<file path="config.mk">
export PLATFORM = sky130hd
export DESIGN_NAME = word_unshift
export DESIGN_NICKNAME = d
export VERILOG_FILES = /design/src/rtl/word_unshift.sv
export SDC_FILE = /design/constraint.sdc
export NUM_CORES = 1
export LEC_CHECK = 0
export CORE_ASPECT_RATIO = 1.5
export CORE_MARGIN = 10
export CORE_UTILIZATION = 35
export DETAILED_ROUTE_END_ITERATION = 7
export HOLD_SLACK_MARGIN = 0.12
export SETUP_SLACK_MARGIN = 0.4
export SLEW_MARGIN = 30
export SYNTH_ARGS = -nofsm -noshare
export SYNTH_HDL_FRONTEND = slang
export SYNTH_SLANG_ARGS = --single-unit
</file>
<file path="constraint.sdc">
create_clock -name clk -period 2.3 [get_ports clk]
set_input_delay 0.23 -clock clk [delete_from_list [all_inputs] [get_ports clk]]
set_output_delay 0.23 -clock clk [all_outputs]
set_load 0.01 [all_outputs]
</file>
<file path="src/rtl/word_unshift.sv">
// word_unshift: accepts one WIDTH-bit word and replays it as WIDTH/CHUNK
// CHUNK-bit beats, most-significant chunk first, over a valid/ready handshake.
module word_unshift #(
   parameter int unsigned WIDTH = 32,
   parameter int unsigned CHUNK = 8
) (
   input  logic             clk,
   input  logic             rst,
   input  logic             in_valid,
   output logic             in_ready,
   input  logic [WIDTH-1:0] in_data,
   output logic             out_valid,
   input  logic             out_ready,
   output logic [CHUNK-1:0] out_data,
   output logic             out_last,
   output logic             busy
);

   localparam int unsigned BEATS = WIDTH / CHUNK;
   localparam int unsigned CW    = (BEATS > 1) ? $clog2(BEATS) : 1;

   typedef enum logic {
      IDLE  = 1'b0,
      SHIFT = 1'b1
   } state_t;

   state_t           state;
   logic [WIDTH-1:0] sreg;
   logic [CW-1:0]    cnt;
   logic             in_fire;
   logic             out_fire;

   // Outputs decoded from the registered state; in_ready also sees out_ready.
   always_comb begin
      out_valid = (state == SHIFT);
      busy      = (state == SHIFT);
      out_data  = sreg[WIDTH-1 -: CHUNK];
      out_last  = out_valid & (cnt == CW'(BEATS - 1));
      out_fire  = out_valid & out_ready;
      in_ready  = rst & ((state == IDLE) | (out_fire & out_last));
      in_fire   = in_valid & in_ready;
   end

   // State, shift register and beat counter; a new word wins over the last shift.
   always_ff @(posedge clk) begin
      if (!rst) begin
         state <= IDLE;
         sreg  <= '0;
         cnt   <= '0;
      end else if (in_fire) begin
         state <= SHIFT;
         sreg  <= in_data;
         cnt   <= '0;
      end else if (out_fire) begin
         sreg <= sreg << CHUNK;
         if (out_last) begin
            state <= IDLE;
            cnt   <= '0;
         end else begin
            cnt <= cnt + CW'(1);
         end
      end
   end

endmodule

</file>
==> results.txt <==
The cell with the largest stage delay on the worst path was sky130_fd_sc_hd__clkdlybuf4s50_1. After global routing the overflow that remains totals 0. In the final design database the tool counted 277 nets. The overall fraction of global-route tracks in use was 0.101; the total DRC errors in the routed layout was 0.

Wires add up to 3980 um. The global-route track usage on met2 was 0.159. The count of buffers added on input and output ports is 47. The signal on the critical path passes through ha_1, and2_1, clkdlybuf4s50_1.

Compared with the post-synthesis result, the final layout area differs by 30.9%. The die outline width was 76.3 um. Setup repair after global routing left no endpoint under its margin.

The logs give 0.673 for the worst slew slack as a fraction of its limit and 0.363 for the starting density of the core. The tools report the highest clock frequency the design can meet as 556 MHz. The number of antenna violations at the first check in global routing was 0; the power density normalized to cell area was 608 nW/um^2. TritonCTS built the clock tree. sky130_fd_sc_hd__dfxtp_1 takes more of the synthesized area than any other cell. For the internal reg-to-reg setup slack, the log shows 0.81 ns. The final total power was 1320 uW; the peak fanout along the critical path was 4. By startpoint and endpoint, the worst setup path is classified as register to primary output. CTS placed an instance of sky130_fd_sc_hd__clkbuf_8 at the clock tree root.

The maximum vdd drop was 0.380 mV. The global-route layer with the greatest usage was met2. The tools report the number of antenna cells inserted as 0.

For this design the static power due to leakage is 0.000807 uW. The sequential cell area is 701 um^2. The worst setup path is captured at a primary output. In the layout the commonest cells are sky130_fd_sc_hd__nand2_1, sky130_fd_sc_hd__clkdlybuf4s50_1, sky130_fd_sc_hd__dfxtp_1, sky130_fd_sc_hd__nand2b_1, sky130_fd_sc_hd__a31oi_1. The total count of max-transition violations in the final report came out at 0.

The height of the die came out at 104 um. The number of global-route vias before repair is 1466. Yosys attributes the largest share of cell area to sky130_fd_sc_hd__dfxtp_1, sky130_fd_sc_hd__nand2_1, sky130_fd_sc_hd__nand2b_1, sky130_fd_sc_hd__a31oi_1, sky130_fd_sc_hd__o21ai_0. The average instance area after synthesis was 8.11 um^2; the number of unique standard cell types used by synthesis was 20. In the final routed layout, each cell accounts on average for 13.0 um.

The detailed-placement wirelength estimate is 2740 um, and the residual antenna-violating net count after detailed routing is 0. The via density per instance was 4.70; the synthesized netlist net count was 242. For the worst setup path, the data required time is 2.07 ns. The maximum number of buffers from clock root to sink is 2, and the slew of the pin with the lowest slew margin is 0.489 ns. The post-synthesis sequential area ratio came out at 0.422.

The min-delay analysis places its worst path in the category register to register. The cell area after synthesis is 1660 um^2, and the met3 usage in global routing is 0.0372. Most frequent standard cell in the layout excluding fill and tap cells: sky130_fd_sc_hd__nand2_1. The highest cell delay on the worst timing path works out to 0.53 ns. For the overall via count from detail_route, the log shows 1434. During I/O placement, the number of pins put on the boundary was 48.

The number of synthesized register bits came out at 35. The later pin in the worst-skew pair is clocked with a latency of 0.28 ns. The number of endpoints with negative hold slack in the final report is 0, and the first-pass GRT wire length is 6780 um. Setup violations remaining at the end of the flow were counted as 0. The flow ran to the end, and the final reports show no timing, DRC or antenna violations.

The global placer's final weighted congestion is 0.752, and the final period utilization is 0.782. Row count: 30. After filler insertion, the fill cell instance count of the layout stands at 502. The multi-input combinational cells in the finished layout cover a total of 798 um^2. STA puts the critical path data arrival time at 1.57 ns. Clock sink count: 35. The clock edge transition at the registers on the reported setup and hold paths is 0.07 ns, and the total number of H-tree levels is 2.

The tool flagged a number of max-cap violations equal to 0. Entering global routing, the biggest net connects 30 pins. The run gives 0 as the number of hold buffers added after cts. The count of routing violations after the opening detailed-route iteration was 127; the number of warnings printed during yosys synthesis was 0. The tools report the kind of start point of the critical path as a register. Timing analysis after detailed placement gives a worst setup slack of 0.466 ns. The first-pass detailed-route iteration total came out at 5.

The tools report the met1 layer usage reported by global route as 0.117. The fraction of layout cells with a size suffix above 1 is 0.0581, and the placeable core region is 4580 um^2. The smallest clock period supported by the final layout is computed as 1.80 ns. The logs give 7960 um^2 for the die area and 5 for the number of buffers created by CTS.

The setup TNS is 0 ns, and the gate count after technology mapping is 205. The area share of the leading cell type in the synthesized netlist is 0.422. The worst clock skew was 0.00605 ns. The tools report the worst path setup slack after routing as 0.501 ns.
[cell type report]
cell class / instances / area share
timing repair buffer: 53 / 0.236
clock buffer: 7 / 0.0351
multi-input combinational: 145 / 0.367
sequential: 35 / 0.322
clock inverter: 1 / 0.00230
tap: 64 / 0.0368
[layer usage]
metal	part of all wire	wire, um
met1	0.47	1850
met2	0.46	1850
met3	0.052	205
met4	0.018	72
met5	0	0
[critical path, delay by kind of cell (launching register included)]
kind	cells	cell delay [ns]
buffers and inverters	1	0.53
DFF	1	0.36
adders and majority gates	1	0.25
and+or+nand+nor	1	0.15
[logic make-up (layout without fill, tap and decap cells)]
logic type / after synthesis / count (layout) / synth area share
AO/OA/AOI/OAI: 59 / 59 / 0.222
multiplexers: 2 / 2 / 0.0136
adder cells (fa/ha/maj): 1 / 1 / 0.00753
buffers and inverters: 25 / 61 / 0.0979
flip-flops: 35 / 35 / 0.422
AND/OR/NAND/NOR: 83 / 83 / 0.237
[through the flow]
step                std cells  cell area, um^2   util  hold WS, ns
floorplan                 205             1660      -        0.355
global placement          297             2090  0.457        0.457
detailed placement        297             2090  0.457        0.461
CTS                       305             2170  0.475        0.470
global route              305             2170  0.475        0.487
finish                    305             2170  0.475        0.462
[flip-flops by register name, summed over array words and instances (netlist names)]
signal	cells
busy	1
sreg	32
cnt	2
[cell usage after synthesis]
master and number:
sky130_fd_sc_hd__a21bo_1 1, sky130_fd_sc_hd__a21boi_2 1, sky130_fd_sc_hd__a22o_1 8, sky130_fd_sc_hd__a31oi_1 24
sky130_fd_sc_hd__and2_1 3, sky130_fd_sc_hd__and3_1 4, sky130_fd_sc_hd__buf_2 7, sky130_fd_sc_hd__buf_4 10
sky130_fd_sc_hd__buf_6 3, sky130_fd_sc_hd__clkbuf_1 5, sky130_fd_sc_hd__dfxtp_1 35, sky130_fd_sc_hd__ha_1 1
sky130_fd_sc_hd__mux2_1 2, sky130_fd_sc_hd__nand2_1 49, sky130_fd_sc_hd__nand2_2 1, sky130_fd_sc_hd__nand2b_1 25
sky130_fd_sc_hd__nor2_1 1, sky130_fd_sc_hd__o21a_1 1, sky130_fd_sc_hd__o21ai_0 20, sky130_fd_sc_hd__o21ai_1 4
[final timing paths]
| path | from | to | cells past startpoint |
|---|---|---|---|
| setup / recovery | cnt[0] | out_last | 3 |
| hold / removal | sreg[13] | sreg[21] | 2 |
| setup reg to reg | cnt[0] | cnt[0] | 4 |
| hold reg to reg | sreg[13] | sreg[21] | 2 |
[power breakdown]
part	internal, uW	switching (uW)	leakage (uW)	total [uW]
sequential	651	22.3	0.000289	674
combinational	131	102	0.000475	233
clock	212	204	0.0000422	416
[repair_timing]
action                                  4_1_cts  5_1_grt
setup buffers                                 0        0
gates resized for setup                       1        0
endpoints found under the setup margin        1        0
(Power assumes the default switching activity.)
